--- config.mk ---
export PLATFORM = sky130hd
export DESIGN_NAME = mem_port_arbiter_flat
export DESIGN_NICKNAME = d
export VERILOG_FILES = /design/src/rtl/mem_arb_pkg.sv /design/src/rtl/mem_port_arbiter_if.sv /design/src/rtl/rr_pick2.sv /design/src/rtl/mem_port_arbiter.sv /design/src/flat_wrapper.sv
export SDC_FILE = /design/constraint.sdc
export NUM_CORES = 1
export LEC_CHECK = 0
export BUFFER_PORTS_ARGS = -buffer_cell sky130_fd_sc_hd__buf_4
export CORE_MARGIN = 4
export CORE_UTILIZATION = 43
export DETAILED_ROUTE_END_ITERATION = 8
export GPL_TIMING_DRIVEN = 0
export HOLD_SLACK_MARGIN = 0.15
export PLACE_DENSITY_LB_ADDON = 0.3
export SYNTH_ARGS = -nofsm -noshare
export SYNTH_HDL_FRONTEND = slang
export SYNTH_SLANG_ARGS = --single-unit
--- constraint.sdc ---
create_clock -name clk -period 2.8 [get_ports clk]
set_input_delay 0.28 -clock clk [delete_from_list [all_inputs] [get_ports clk]]
set_output_delay 0.28 -clock clk [all_outputs]
set_load 0.01 [all_outputs]
--- src/rtl/mem_arb_pkg.sv ---
// mem_arb_pkg: shared types and default widths for the single-port memory arbiter.
package mem_arb_pkg;
  localparam int ADDR_W_DEF = 16;
  localparam int DATA_W_DEF = 16;
  typedef enum logic [1:0] {IDLE, SERVE_I, SERVE_D} arb_state_e;
  typedef enum logic {GRANT_I, GRANT_D} grant_e;
endpackage

--- src/rtl/mem_port_arbiter_if.sv ---
// mem_port_arbiter_if: I-side, D-side and memory-side signals of the arbiter.
interface mem_port_arbiter_if
  import mem_arb_pkg::*;
#(
  parameter int ADDR_W = ADDR_W_DEF,
  parameter int DATA_W = DATA_W_DEF
) ();
  localparam int MASK_W = DATA_W / 8;
  logic              i_read;
  logic [ADDR_W-1:0] i_address;
  logic              i_resp;
  logic [DATA_W-1:0] i_rdata;
  logic              d_read;
  logic              d_write;
  logic [MASK_W-1:0] d_wmask;
  logic [ADDR_W-1:0] d_address;
  logic [DATA_W-1:0] d_wdata;
  logic              d_resp;
  logic [DATA_W-1:0] d_rdata;
  logic              mem_read;
  logic              mem_write;
  logic [MASK_W-1:0] mem_wmask;
  logic [ADDR_W-1:0] mem_address;
  logic [DATA_W-1:0] mem_wdata;
  logic              mem_resp;
  logic [DATA_W-1:0] mem_rdata;
  logic              proto_err;
  modport slave (
    input  i_read, i_address, d_read, d_write, d_wmask, d_address, d_wdata, mem_resp, mem_rdata,
    output i_resp, i_rdata, d_resp, d_rdata, mem_read, mem_write, mem_wmask, mem_address,
           mem_wdata, proto_err
  );
  modport master (
    output i_read, i_address, d_read, d_write, d_wmask, d_address, d_wdata, mem_resp, mem_rdata,
    input  i_resp, i_rdata, d_resp, d_rdata, mem_read, mem_write, mem_wmask, mem_address,
           mem_wdata, proto_err
  );
endinterface

--- src/rtl/rr_pick2.sv ---
// rr_pick2: two-way round-robin chooser; on contention the side that did not win last time wins.
module rr_pick2
  import mem_arb_pkg::*;
(
  input  logic   req_i,
  input  logic   req_d,
  input  grant_e last_grant,
  output grant_e grant
);
  assign grant = (req_i && req_d) ? ((last_grant == GRANT_D) ? GRANT_I : GRANT_D)
                                  : (req_i ? GRANT_I : GRANT_D);
endmodule

--- src/rtl/mem_port_arbiter.sv ---
// mem_port_arbiter: shares one single-ported memory between an I-fetch reader and a D-side reader/writer,
// latching the winner's operands at grant so the memory sees them stable for the whole access.
module mem_port_arbiter
  import mem_arb_pkg::*;
#(
  parameter int ADDR_W  = ADDR_W_DEF,
  parameter int DATA_W  = DATA_W_DEF,
  parameter bit D_FIRST = 1'b1
) (
  input logic clk,
  input logic rst,
  mem_port_arbiter_if.slave bus
);
  localparam int MASK_W = DATA_W / 8;
  arb_state_e        state_q, state_d;
  grant_e            last_grant_q, last_grant_d, grant;
  logic              mem_read_q, mem_read_d;
  logic              mem_write_q, mem_write_d;
  logic [MASK_W-1:0] mem_wmask_q, mem_wmask_d;
  logic [ADDR_W-1:0] mem_address_q, mem_address_d;
  logic [DATA_W-1:0] mem_wdata_q, mem_wdata_d;
  logic              proto_err_q, proto_err_d;
  logic              d_req, gi, start, done, i_resp, d_resp;
  assign d_req = bus.d_read | bus.d_write;
  rr_pick2 u_pick (
    .req_i     (bus.i_read),
    .req_d     (d_req),
    .last_grant(last_grant_q),
    .grant     (grant)
  );
  assign gi    = (grant == GRANT_I);
  assign start = (state_q == IDLE) && (bus.i_read || d_req);
  assign done  = (state_q != IDLE) && bus.mem_resp;
  // a D grant with both read and write high is performed as a write
  always_comb begin
    state_d       = start ? (gi ? SERVE_I : SERVE_D) : (done ? IDLE : state_q);
    last_grant_d  = start ? grant : last_grant_q;
    mem_read_d    = start ? (gi | (bus.d_read & ~bus.d_write)) : (mem_read_q & ~done);
    mem_write_d   = start ? (~gi & bus.d_write) : (mem_write_q & ~done);
    mem_wmask_d   = start ? (gi ? '0 : bus.d_wmask) : mem_wmask_q;
    mem_address_d = start ? (gi ? bus.i_address : bus.d_address) : mem_address_q;
    mem_wdata_d   = start ? (gi ? '0 : bus.d_wdata) : mem_wdata_q;
    proto_err_d   = proto_err_q | (start & ~gi & bus.d_read & bus.d_write);
  end
  always_ff @(posedge clk or posedge rst) begin
    if (rst) begin
      state_q       <= IDLE;
      last_grant_q  <= D_FIRST ? GRANT_I : GRANT_D;
      mem_read_q    <= 1'b0;
      mem_write_q   <= 1'b0;
      mem_wmask_q   <= '0;
      mem_address_q <= '0;
      mem_wdata_q   <= '0;
      proto_err_q   <= 1'b0;
    end else begin
      state_q       <= state_d;
      last_grant_q  <= last_grant_d;
      mem_read_q    <= mem_read_d;
      mem_write_q   <= mem_write_d;
      mem_wmask_q   <= mem_wmask_d;
      mem_address_q <= mem_address_d;
      mem_wdata_q   <= mem_wdata_d;
      proto_err_q   <= proto_err_d;
    end
  end
  assign i_resp          = (state_q == SERVE_I) && bus.mem_resp;
  assign d_resp          = (state_q == SERVE_D) && bus.mem_resp;
  assign bus.i_resp      = i_resp;
  assign bus.d_resp      = d_resp;
  assign bus.i_rdata     = i_resp ? bus.mem_rdata : '0;
  assign bus.d_rdata     = d_resp ? bus.mem_rdata : '0;
  assign bus.mem_read    = mem_read_q;
  assign bus.mem_write   = mem_write_q;
  assign bus.mem_wmask   = mem_wmask_q;
  assign bus.mem_address = mem_address_q;
  assign bus.mem_wdata   = mem_wdata_q;
  assign bus.proto_err   = proto_err_q;
endmodule

--- src/flat_wrapper.sv ---
// flat-port wrapper written by rule: the top's interface ports become plain ports
module mem_port_arbiter_flat import mem_arb_pkg::*;
#(
  parameter int ADDR_W  = ADDR_W_DEF,
  parameter int DATA_W  = DATA_W_DEF,
  parameter bit D_FIRST = 1'b1
)
  (clk, rst, bus_i_read, bus_i_address, bus_d_read, bus_d_write, bus_d_wmask, bus_d_address, bus_d_wdata, bus_mem_resp, bus_mem_rdata, bus_i_resp, bus_i_rdata, bus_d_resp, bus_d_rdata, bus_mem_read, bus_mem_write, bus_mem_wmask, bus_mem_address, bus_mem_wdata, bus_proto_err);
  mem_port_arbiter_if #(.ADDR_W(ADDR_W), .DATA_W(DATA_W)) bus_i ();
  input logic clk;
  input logic rst;
  input wire logic [$bits(bus_i.i_read)-1:0] bus_i_read;
  input wire logic [$bits(bus_i.i_address)-1:0] bus_i_address;
  input wire logic [$bits(bus_i.d_read)-1:0] bus_d_read;
  input wire logic [$bits(bus_i.d_write)-1:0] bus_d_write;
  input wire logic [$bits(bus_i.d_wmask)-1:0] bus_d_wmask;
  input wire logic [$bits(bus_i.d_address)-1:0] bus_d_address;
  input wire logic [$bits(bus_i.d_wdata)-1:0] bus_d_wdata;
  input wire logic [$bits(bus_i.mem_resp)-1:0] bus_mem_resp;
  input wire logic [$bits(bus_i.mem_rdata)-1:0] bus_mem_rdata;
  output wire logic [$bits(bus_i.i_resp)-1:0] bus_i_resp;
  output wire logic [$bits(bus_i.i_rdata)-1:0] bus_i_rdata;
  output wire logic [$bits(bus_i.d_resp)-1:0] bus_d_resp;
  output wire logic [$bits(bus_i.d_rdata)-1:0] bus_d_rdata;
  output wire logic [$bits(bus_i.mem_read)-1:0] bus_mem_read;
  output wire logic [$bits(bus_i.mem_write)-1:0] bus_mem_write;
  output wire logic [$bits(bus_i.mem_wmask)-1:0] bus_mem_wmask;
  output wire logic [$bits(bus_i.mem_address)-1:0] bus_mem_address;
  output wire logic [$bits(bus_i.mem_wdata)-1:0] bus_mem_wdata;
  output wire logic [$bits(bus_i.proto_err)-1:0] bus_proto_err;
  assign bus_i.i_read = bus_i_read;
  assign bus_i.i_address = bus_i_address;
  assign bus_i.d_read = bus_d_read;
  assign bus_i.d_write = bus_d_write;
  assign bus_i.d_wmask = bus_d_wmask;
  assign bus_i.d_address = bus_d_address;
  assign bus_i.d_wdata = bus_d_wdata;
  assign bus_i.mem_resp = bus_mem_resp;
  assign bus_i.mem_rdata = bus_mem_rdata;
  assign bus_i_resp = bus_i.i_resp;
  assign bus_i_rdata = bus_i.i_rdata;
  assign bus_d_resp = bus_i.d_resp;
  assign bus_d_rdata = bus_i.d_rdata;
  assign bus_mem_read = bus_i.mem_read;
  assign bus_mem_write = bus_i.mem_write;
  assign bus_mem_wmask = bus_i.mem_wmask;
  assign bus_mem_address = bus_i.mem_address;
  assign bus_mem_wdata = bus_i.mem_wdata;
  assign bus_proto_err = bus_i.proto_err;
  mem_port_arbiter #(.ADDR_W(ADDR_W), .DATA_W(DATA_W), .D_FIRST(D_FIRST)) u_core (.clk(clk), .rst(rst), .bus(bus_i));
endmodule
== Yosys cells after proc, flatten, opt, wreduce, memory -nomap -nowiden ==
Index checks and enable logic that the tools add are counted.

* $add $sub $neg: 0
* Multipliers: 0
* Div/mod/pow operators: 0
* Order comparisons: 0
* Eq/ne operators: 2
* Shifts and indexed selects: 0
* Multiplexer cells: 13
* Bitwise gates (word level): 13
* Reduce and logical (&&, ||, !) cells: 9

{| class="wikitable"
|+ Operators with widths
! kind !! count
|-
| 2-to-1 mux 16 bit || 4
|-
| 2-to-1 mux 2 bit || 4
|-
| bitwise AND 1 bit || 7
|-
| logical AND 1 bit || 5
|-
| 2-to-1 mux 1 bit || 5
|-
| nonzero test 2 bit || 2
|-
| NOT 1 bit || 3
|-
| OR 1 bit || 3
|-
| equality test 2 x 1 -> 1 bit (second input constant) || 1
|-
| equality test 2 bit (second input constant) || 1
|-
| zero test 2 bit || 1
|-
| logical OR 1 bit || 1
|}

* Bits in registers: 40
* Bits in latches: 0
* Memory bits (writable): 0
* Memory bits (read-only): 0
* Input port bits: 72
* Output and inout port bits: 71
* Logic and storage cells: 45
* Memories: 0

== Logic depth before layout (Yosys ltp) ==
Gate-level depths: netlist of the first run.

* Depth after elaboration: 7
* Depth in mapped cells: 5
* Mapped depth without buffers: 3

== By module ==
A second synthesis of the first run with hierarchy kept.

* Cells, all modules: 192
* Area total of the unflattened synthesis: 2118.3 µm²

{| class="wikitable"
|+ Modules (own cells, without submodules)
! module !! instances !! cells each !! area an instance (µm²) !! sequential area each (µm²)
|-
| mem_port_arbiter || 1 || 190 || 2105.8 || 1001.0
|-
| rr_pick2 || 1 || 2 || 12.5 || 0.0
|}

== Worst setup path before layout of the first run ==
No wires, ideal clock.

* Kind: reg-to-output
* Start point: reg u_core.state_q[0]
* End point: out bus_d_rdata[10]
* Arrival: 1236 ps
* Required time: 2520 ps
* Path slack: 1284 ps
* Stages on the path, launching flop included: 4
* Buffers on the path: 1
* Cell sequence: dfrtp_1 > nor3b_1 > buf_2 > and2_1

* Longest elaborated chain between the ends: 3

{| class="wikitable"
|+ Ends and longest elaborated chain
! item !! RTL line !! text
|-
| from (decl) || mem_port_arbiter.sv:15 || <nowiki>arb_state_e state_q, state_d;</nowiki>
|-
| from (signal assigned) || mem_port_arbiter.sv:56 || <nowiki>state_q <= state_d;</nowiki>
|-
| equality test 2 bit || mem_port_arbiter.sv:67 || <nowiki>assign d_resp = (state_q == SERVE_D) && bus.mem_resp;</nowiki>
|-
| logical AND 1 bit || mem_port_arbiter.sv:67 ||
|-
| via bus_d_resp || flat_wrapper.sv:23 || <nowiki>output wire logic [$bits(bus_i.d_resp)-1:0] bus_d_resp;</nowiki>
|-
| 2-to-1 mux 16 bit || mem_port_arbiter.sv:71 || <nowiki>assign bus.d_rdata = d_resp ? bus.mem_rdata : '0;</nowiki>
|-
| to (decl) || flat_wrapper.sv:24 || <nowiki>output wire logic [$bits(bus_i.d_rdata)-1:0] bus_d_rdata;</nowiki>
|}

The timed path passes the listed nets, and every way through them passes these cells.

== Final worst setup path of the first run ==
* Start point: reg u_core.state_q[0]
* End point: out bus_d_rdata[5]

* Longest elaborated chain between the ends: 3

{| class="wikitable"
|+ Ends and longest elaborated chain
! item !! RTL line
|-
| equality test 2 bit || mem_port_arbiter.sv:67
|-
| logical AND 1 bit || mem_port_arbiter.sv:67
|-
| 2-to-1 mux 16 bit || mem_port_arbiter.sv:71
|}

No other way between the ends.

==> flow_metrics.py, run 1 <==
metrics = {
    "cells_and_area": {
        "antenna_cells": 0,
        "utilization": 0.753,
        "nets": 378,
        "fin_area_um2": 3100,
        "area_growth_pct": 65.6,
        "drive_gt1_frac": 0.564,
    },
    "critical_path": {
        "cp_data_required_time_ns": 2.52,
        "path_class": "reg -> out",
        "critPathArrivalTime_ns": 1.92,
        "worst_setup_path_start_kind": "flip-flop",
        "cp-end-kind": "output pin",
        "path_max_fanout": 10,
    },
    "sta": {
        "tightest_slew_ns": 0.831,
        "max_freq_ghz": 0.455,
        "fin_crit_sh": 0.785,
        "timing.setup.tns_ns": 0,
        "final_max_slew_viol_count": 0,
        "hold_violations": 0,
        "finalClockSkew_ns": 0.0105,
        "setup_viol": 0,
        "slew_headroom": 0.445,
        "rsz0062_at_grt": "false",
        "min_period_ns": 2.20,
    },
    "synth": {
        "synthTopCellsByArea": "dfrtp_1 (54%), and2_1 (11%), a22o_1 (8.4%)",
        "ys_ff_latch": 40,
        "syn_nets": 229,
        "yosysWarnings": 0,
        "yosysSeqAreaShare": 0.535,
        "yosysUniqueCellTypes": 27,
        "post-synth-top-count-cell": "dfrtp_1",
        "synth_top_family_by_area": "compound AO/OA/AOI/OAI gates",
        "synthCells": 157,
        "synth-compound-area-share": 0.228,
        "synth_top_area_cell": "dfrtp_1",
        "synth_flop_cell": "dfrtp_1",
        "syn_area_um2": 1870,
        "synthMuxAreaShare": 0.00535,
        "synthArstFlopShare": 1.00,
        "yosysTopAreaCellShare": 0.535,
        "yosys.area_share.adder": 0,
        "synth_xor_area_frac": 0,
        "avgSynthCellArea_um2": 11.9,
        "synth_commonest_cells": "dfrtp_1 (40), and2_1 (33), a22o_1 (18), and3_1 (16), a221o_1 (9)",
        "synth_edf_count": 0,
        "synthSimpleGateAreaFrac": 0.187,
    },
    "power_and_ir_drop": {
        "power_density_nw_per_um2": 966,
        "p_sw_w": 0.00109,
        "p_leak_nw": 1.69,
        "peakVddDrop_v": 0.000650,
        "sw_frac_of_total": 0.364,
        "intPower_w": 0.00190,
        "p_comb_frac": 0.528,
        "p_seq_frac": 0.335,
        "clock_power_share": 0.137,
    },
    "clock_tree": {
        "clock_sinks": 40,
        "cts_buffers": 5,
        "worstSkewPairLatency_ns": 0.29,
        "cts_tree": "done",
        "ctsResizeCount": 0,
        "root_buffer": "clkbuf_8",
        "clk_pin_slew_ns": 0.09,
        "ctsHoldBuffers": 0,
        "cts_setup_buffers": 0,
        "h-tree-depth": 2,
        "clockBufferDepth": 2,
    },
    "route": {
        "routedWlPerCell_um": 16.5,
        "num_vias": 1815,
        "first_iter_violations": 91,
        "drt_wl_total_um": 5870,
        "drtPass1Iterations": 4,
        "ant_nets": 0,
        "viasPerCell": 5.08,
        "drc": 0,
    },
    "global_routing": {
        "antenna_found_initial": 0,
        "grt_start_max_net_pins": 41,
        "met1_usage": 0.255,
        "grtUsageMet2": 0.382,
        "grt_util_all_layers": 0.212,
        "grt.busiest_layer": "met2",
        "grt_pass1_vias": 1941,
        "gr-usage-met3": 0.0622,
        "grt_pass1_wl_um": 9080,
        "overflow": 0,
    },
    "run_status": {
        "status": "finished, final reports clean",
    },
    "place": {
        "dpl_cell_area_um2": 3000,
        "dp_hpwl_um": 4580,
        "gp_congestion": 0.798,
        "port_buffers": 142,
    },
    "floorplan": {
        "fp-row-count": 23,
        "die_area_um2": 5470,
        "fp.dieW_um": 74.0,
        "ios": 143,
        "core_area_um2": 4120,
        "fp.dieH_um": 74.0,
        "start_util": 0.455,
    },
    "min_path": {
        "hold_class": "in -> async",
    },
    "run": {
        "maxCapViolations": 0,
    },
}
-- state kept, by name (all words and copies together) (netlist names) --
| register | flops |
|---|---|
| u_core.bus.mem_wdata | 16 |
| u_core.bus.mem_wmask | 2 |
| u_core.bus.proto_err | 1 |
| u_core.last_grant_q | 1 |
| u_core.bus.mem_read | 1 |
| u_core.bus.mem_address | 16 |
| u_core.bus.mem_write | 1 |
| u_core.state_q | 2 |
-- per-stage QoR --
step / setup slack, ns / instances / power (W) / hold slack (ns)
floorplan: 1.28 / 157 / 0.00185 / 0.413
global placement: 0.957 / 349 / 0.00256 / 0.451
detailed placement: 0.917 / 349 / 0.00260 / 0.470
CTS: 0.598 / 357 / 0.00301 / 0.176
global route: 0.384 / 357 / 0.00319 / 0.186
finish: 0.601 / 357 / 0.00299 / 0.152
-- logic make-up after synthesis --
| family | count (synthesis) |
|---|---|
| compound gates | 44 |
| buf+inv | 14 |
| flops | 40 |
| mux | 1 |
| simple gates | 58 |
-- power groups by stage --
stage,logic [W],clock network (W),registers [W]
floorplan,0.000749,0,0.00110
global placement,0.00156,0,0.000998
detailed placement,0.00160,0,0.00101
CTS,0.00160,0.000412,0.00100
global route,0.00171,0.000444,0.00103
finish,0.00158,0.000408,0.00100
-- worst paths after layout --
check / slack, ns / endpoint / from / cells past startpoint
hold reg to reg: 0.49 / u_core.bus.proto_err / u_core.bus.proto_err / 1
setup reg to reg: 1.19 / u_core.bus.mem_address[1] / u_core.state_q[1] / 5
min in group clk: 0.20 / u_core.bus.mem_wdata[7] / bus_d_wdata[7] / 2
max in group asynchronous: 2.12 / u_core.bus.mem_address[8] / rst / 2
hold / removal: 0.15 / u_core.bus.mem_address[11] / rst / 2
setup / recovery: 0.60 / bus_d_rdata[5] / u_core.state_q[0] / 4
-- worst max-delay path, stage by stage, from the launching register on --
cell and delay, ns:
dfrtp_1 0.42, nor3b_1 0.61, buf_2 0.32, and2_1 0.16, buf_4 0.13
-- placed cells by master (no fill, tap or decap) --
cell	n
a31o_2	1
a31o_1	1
a221o_2	7
a22o_1	18
buf_4	143
and3_1	16
and2_1	33
clkbuf_1	3
clkbuf_8	6
a2bb2oi_2	1
a21o_1	2
nor3b_1	1
buf_8	1
nor2_2	1
inv_1	1
o211a_1	1
nand2_1	3
a221o_1	9
a21o_2	1
buf_2	6
o21ai_0	1
clkinvlp_4	2
inv_2	1
buf_6	1
o31ai_4	1
mux2i_1	1
o21a_1	1
dfrtp_1	40
and3_2	1
nor2_1	3
-- metal layers --
| metal | up-vias | routed length, um |
|---|---|---|
| met5 | - | 0 |
| met3 | 4 | 507 |
| met1 | 868 | 2190 |
| met4 | 0 | 35 |
| li1 | 878 | - |
| met2 | 65 | 3140 |
-- area by class of cell --
| class | count | area [um^2] |
|---|---|---|
| well taps | 50 | 62.6 |
| repair buffers | 142 | 1070 |
| plain buffers | 12 | 75.1 |
| clock buffers | 6 | 82.6 |
| fillers | 315 | 1020 |
| inverters | 2 | 7.51 |
| clock inverters | 2 | 15.0 |
| flip-flops and latches | 40 | 1000 |
| multi-input cells | 103 | 787 |
No activity file was read; power rests on OpenSTA's default activity.
==> inputs of run 2 (changes only) <==
--- a/config.mk
+++ b/config.mk
@@ -7,7 +7,7 @@
 export LEC_CHECK = 0
 export BUFFER_PORTS_ARGS = -buffer_cell sky130_fd_sc_hd__buf_4
 export CORE_MARGIN = 4
-export CORE_UTILIZATION = 43
+export CORE_UTILIZATION = 40
 export DETAILED_ROUTE_END_ITERATION = 8
 export GPL_TIMING_DRIVEN = 0
 export HOLD_SLACK_MARGIN = 0.15
==> constraint.sdc (replaced) <==
create_clock -name clk -period 2.3 [get_ports clk]
set_input_delay 0.23 -clock clk [delete_from_list [all_inputs] [get_ports clk]]
set_output_delay 0.23 -clock clk [all_outputs]
set_load 0.01 [all_outputs]
==> run 2 against run 1 <==
Effect of this change: global-route usage is 1.6 points lower; register-to-register slack worse by 0.46 ns; critical endpoint unchanged; clock skew is 0.0034 ns lower; sequential share of layout area is 0.99 points lower; first-iteration DRC count is 45% lower; largest power group unchanged.
==> flow_metrics.py, run 2 (synthesis results as in run 1) <==
metrics = {
    "run_status": {
        "status": "finished, final reports clean",
    },
    "cells_and_area": {
        "area_growth_pct": 70.8,
        "antenna_cells": 0,
        "drive_gt1_frac": 0.546,
        "mostFrequentLayoutCells": "buf_4 (143), dfrtp_1 (40), and2_1 (33)",
        "nets": 388,
        "mostFrequentLayoutCell": "buf_4",
        "fin_area_um2": 3190,
    },
    "power_and_ir_drop": {
        "p_leak_nw": 1.73,
        "peakVddDrop_v": 0.000765,
        "power_density_nw_per_um2": 1130,
    },
    "clock_tree": {
        "cts_tree": "done",
        "clockBufferDepth": 2,
        "ctsResizeCount": 0,
        "clk_pin_slew_ns": 0.08,
        "cts_buffers": 5,
        "clock_sinks": 40,
        "root_buffer": "clkbuf_8",
        "h-tree-depth": 2,
        "worstSkewPairLatency_ns": 0.29,
    },
    "floorplan": {
        "fp.dieW_um": 76.4,
        "start_util": 0.421,
        "fp-row-count": 24,
        "core_area_um2": 4440,
        "ios": 143,
        "die_area_um2": 5830,
        "fp.dieH_um": 76.4,
    },
    "route": {
        "routedWlPerCell_um": 15.5,
        "drtPass1Iterations": 4,
        "ant_nets": 0,
        "drt_wl_total_um": 5720,
        "first_iter_violations": 50,
        "num_vias": 1828,
        "drc": 0,
        "viasPerCell": 4.95,
    },
    "critical_path": {
        "worst_setup_path_start_kind": "flip-flop",
        "rrSetupSlack_ns": 0.73,
        "r2r_end": "u_core.bus.mem_address[0]",
        "cp_data_required_time_ns": 2.07,
        "path_max_fanout": 10,
        "path_class": "reg -> out",
        "r2r_start": "u_core.state_q[1]",
        "critPathArrivalTime_ns": 1.87,
        "startpoint": "u_core.state_q[0]",
        "cp-end-kind": "output pin",
        "r2r_cells": 5,
        "critPathCapture": "bus_d_rdata[5]",
    },
    "min_path": {
        "hold_start": "bus_i_address[1]",
        "hold_depth": 2,
        "hold_class": "in -> reg",
    },
    "sta": {
        "slew_headroom": 0.459,
        "hold_violations": 0,
        "tightest_slew_ns": 0.810,
        "rsz0062_at_grt": "false",
        "finalClockSkew_ns": 0.00712,
        "timing.setup.tns_ns": 0,
        "setup_viol": 0,
        "max_freq_ghz": 0.476,
        "min_period_ns": 2.10,
        "final_max_slew_viol_count": 0,
        "fin_crit_sh": 0.914,
    },
    "place": {
        "gp_congestion": 0.712,
        "dpl_cell_area_um2": 3000,
        "port_buffers": 142,
        "dp_hpwl_um": 4350,
    },
    "global_routing": {
        "overflow": 0,
        "antenna_found_initial": 0,
        "grt_pass1_wl_um": 9270,
        "grt_start_max_net_pins": 41,
        "grt_util_all_layers": 0.196,
        "grt_pass1_vias": 1917,
    },
    "run": {
        "maxCapViolations": 0,
    },
}
==> run 2: power by group <==
group          total (W)  internal [W]  switching (W)
clock network   0.000467      0.000215       0.000252
registers        0.00122       0.00103       0.000198
logic            0.00192       0.00106       0.000862
==> run 2: through the flow <==
stage / setup slack (ns) / util / power [W] / cells / hold slack [ns]
detailed placement: 0.474 / 0.675 / 0.00316 / 351 / 0.443
floorplan: 0.834 / - / 0.00225 / 157 / 0.363
CTS: 0.152 / 0.710 / 0.00364 / 365 / 0.150
finish: 0.198 / 0.719 / 0.00361 / 369 / 0.163
global route: 0.00625 / 0.719 / 0.00387 / 369 / 0.150
global placement: 0.511 / 0.675 / 0.00312 / 351 / 0.448
==> run 2: worst max-delay path: stages, from the launching register on <==
cell	delay, ns
dfrtp_1	0.43
nor3b_1	0.57
buf_2	0.31
and2_1	0.16
buf_4	0.12
==> run 2: metal layers <==
metal  up-vias  routed length (um)  share of wire  track usage
li1        898                   -              -            -
met1       841                2180           0.38        0.228
met2        75                2970           0.52        0.340
met3        14                 452          0.079       0.0650
met4         0                 112          0.020       0.0634
met5         -                   0              0            0
==> run 2: cell type report <==
type,instances,area (um^2)
timing repair buffer,152,1170
sequential,40,1000
fill,347,1250
inverter,2,7.51
tap,52,65.1
multi-input combinational,103,787
buffer,12,75.1
clock buffer,5,68.8
clock inverter,3,23.8
==> run 2: worst min path at each step <==
| stage | endpoint | slack [ns] |
|---|---|---|
| final | u_core.bus.mem_address[1] | 0.16 |
| after floorplan | u_core.bus.mem_wmask[0] | 0.36 |
| after global routing | u_core.bus.mem_address[15] | 0.15 |
| after global placement | u_core.bus.mem_wdata[9] | 0.45 |
| after CTS | u_core.bus.mem_wdata[10] | 0.15 |
| after detailed placement | u_core.bus.mem_wdata[11] | 0.44 |
==> run 2: what timing repair did <==
item                      CTS  global route
setup buffers               0             0
hold buffers                6             4
hold endpoints to repair   45             4
==> inputs of run 3 (changes only) <==
--- a/config.mk
+++ b/config.mk
@@ -7,7 +7,8 @@
 export LEC_CHECK = 0
 export BUFFER_PORTS_ARGS = -buffer_cell sky130_fd_sc_hd__buf_4
 export CORE_MARGIN = 4
-export CORE_UTILIZATION = 40
+export CORE_UTILIZATION = 41
+export CTS_BUF_LIST = sky130_fd_sc_hd__clkbuf_8
 export DETAILED_ROUTE_END_ITERATION = 8
 export GPL_TIMING_DRIVEN = 0
 export HOLD_SLACK_MARGIN = 0.15
==> run 3 against run 2 <==
Effect of this change: design area decreased by 1.8%; hold slack improved by 0.0026 ns; sequential power is essentially flat; critical endpoint is now bus_d_rdata[4]; cell count shrank 1.4%; sequential share of layout area rose by 0.57 points; clock power decreased by 8.1%; setup slack lost 0.049 ns; critical path depth did not move; register-to-register slack got worse by 0.02 ns; fmax is 2.3% lower; die area down 2.2%; first-iteration DRC count rose by 16%; highest routed layer unchanged.
==> flow_metrics.py, run 3 (synthesis results as in run 1) <==
metrics = {
    "critical_path": {
        "critPathArrivalTime_ns": 1.92,
        "slowest_delay_ns": 0.63,
        "path_buf_inv": 2,
        "rrSetupSlack_ns": 0.71,
        "crit_path_top_delay_cell": "nor3b_1",
        "r2r_start": "u_core.state_q[1]",
        "critical_path.cell_chain": "nor3b_1, buf_2, and2_1, buf_4",
        "crit_family": "simple AND/OR/NAND/NOR gates",
        "r2r_end": "u_core.bus.mem_address[12]",
        "cp_data_required_time_ns": 2.07,
        "worst_setup_path_start_kind": "flip-flop",
        "cp-end-kind": "output pin",
        "path_max_fanout": 10,
        "path_class": "reg -> out",
        "r2r_cells": 5,
    },
    "clock_tree": {
        "cts_tree": "done",
        "ctsHoldBuffers": 5,
        "cts_buffers": 5,
        "clock_sinks": 40,
        "root_buffer": "clkbuf_8",
        "clk_pin_slew_ns": 0.07,
        "clockBufferDepth": 2,
        "worstSkewPairLatency_ns": 0.28,
        "h-tree-depth": 2,
        "cts_setup_buffers": 0,
        "ctsResizeCount": 0,
    },
    "global_routing": {
        "grt_pass1_wl_um": 8520,
        "grt_util_all_layers": 0.199,
        "overflow": 0,
        "grt_pass1_vias": 1805,
        "grt_start_max_net_pins": 41,
        "antenna_found_initial": 0,
    },
    "floorplan": {
        "fp.dieW_um": 75.5,
        "core_area_um2": 4380,
        "die_area_um2": 5710,
        "fp.dieH_um": 75.5,
        "ios": 143,
        "fp-row-count": 24,
        "start_util": 0.427,
    },
    "power_and_ir_drop": {
        "power_density_nw_per_um2": 1140,
        "peakVddDrop_v": 0.000724,
        "p_seq_frac": 0.342,
        "clock_power_share": 0.120,
        "intPower_w": 0.00229,
        "p_comb_frac": 0.538,
        "p_leak_nw": 1.72,
        "sw_frac_of_total": 0.360,
        "p_sw_w": 0.00129,
    },
    "place": {
        "gp_congestion": 0.736,
        "dpl_cell_area_um2": 3000,
        "port_buffers": 142,
        "dp_hpwl_um": 4550,
    },
    "min_path": {
        "hold_depth": 2,
        "hold_class": "in -> reg",
        "hold_end": "u_core.bus.mem_wdata[5]",
        "hold_start": "bus_d_wdata[5]",
    },
    "cells_and_area": {
        "mostFrequentLayoutCells": "buf_4 (143), dfrtp_1 (40), and2_1 (33)",
        "drive_gt1_frac": 0.548,
        "nets": 383,
        "area_growth_pct": 67.7,
        "mostFrequentLayoutCell": "buf_4",
        "fin_area_um2": 3140,
        "antenna_cells": 0,
        "fill_cells": 356,
    },
    "sta": {
        "final_max_slew_viol_count": 0,
        "setup_viol": 0,
        "slew_headroom": 0.469,
        "finalClockSkew_ns": 0.00932,
        "hold_violations": 0,
        "max_freq_ghz": 0.465,
        "rsz0062_at_grt": "false",
        "timing.setup.tns_ns": 0,
        "min_period_ns": 2.15,
        "fin_crit_sh": 0.935,
        "tightest_slew_ns": 0.795,
    },
    "route": {
        "first_iter_violations": 58,
        "ant_nets": 0,
        "drc": 0,
        "drtPass1Iterations": 4,
        "viasPerCell": 5.10,
        "drt_wl_total_um": 5790,
        "num_vias": 1856,
        "routedWlPerCell_um": 15.9,
    },
    "run": {
        "maxCapViolations": 0,
    },
    "run_status": {
        "status": "finished, final reports clean",
    },
}
-- run 3: changes by cell type in the layout (fill, tap and decap cells not counted) --
| cell | before | now |
|---|---|---|
| clkinvlp_4 | 2 | 0 |
| dlygate4sd3_1 | 10 | 5 |
| inv_1 | 1 | 3 |
-- run 3: power groups by stage --
| stage | Clock (W) | Sequential (W) | Combinational, W |
|---|---|---|---|
| after floorplan | 0 | 0.00134 | 0.000912 |
| after global placement | 0 | 0.00123 | 0.00190 |
| after detailed placement | 0 | 0.00122 | 0.00195 |
| after CTS | 0.000447 | 0.00122 | 0.00195 |
| after global routing | 0.000469 | 0.00127 | 0.00209 |
| final | 0.000429 | 0.00122 | 0.00192 |
-- run 3: through the flow --
step	power [W]	setup slack (ns)	utilization	std cells	hold WS [ns]
4_1_cts	0.00362	0.127	0.715	364	0.151
3_5_place_dp	0.00317	0.441	0.685	351	0.442
6_report	0.00358	0.149	0.715	364	0.166
2_1_floorplan	0.00225	0.834	-	157	0.363
5_1_grt	0.00382	0.0370	0.715	364	0.152
3_3_place_gp	0.00313	0.490	0.685	351	0.447
-- run 3: worst max path at each step --
| stage | from | slack (ns) | depth (start not counted) | to |
|---|---|---|---|---|
| finish | u_core.state_q[0] | 0.15 | 4 | bus_d_rdata[4] |
| global route | u_core.state_q[0] | 0.04 | 4 | bus_d_rdata[4] |
| CTS | u_core.state_q[0] | 0.13 | 4 | bus_d_rdata[4] |
| detailed placement | u_core.state_q[0] | 0.44 | 4 | bus_d_rdata[4] |
| global placement | u_core.state_q[0] | 0.49 | 4 | bus_d_rdata[5] |
| floorplan | u_core.state_q[0] | 0.83 | 3 | bus_d_rdata[10] |
-- run 3: final cells by class --
type                    count  area (um^2)  share of cell area
plain buffers              12         75.1              0.0239
clock buffers               5         68.8              0.0219
clock inverters             3         16.3             0.00519
inverters                   2         7.51             0.00239
multi-input cells         103          787               0.251
flip-flops and latches     40         1000               0.319
well taps                  52         65.1              0.0207
repair buffers            147         1120               0.356
-- run 3: routing by layer --
metal,vias up,global-route usage,share of wire
met4,0,0.0524,0.0062
li1,885,-,-
met5,-,0,0
met1,880,0.224,0.35
met3,4,0.0660,0.11
met2,87,0.360,0.53
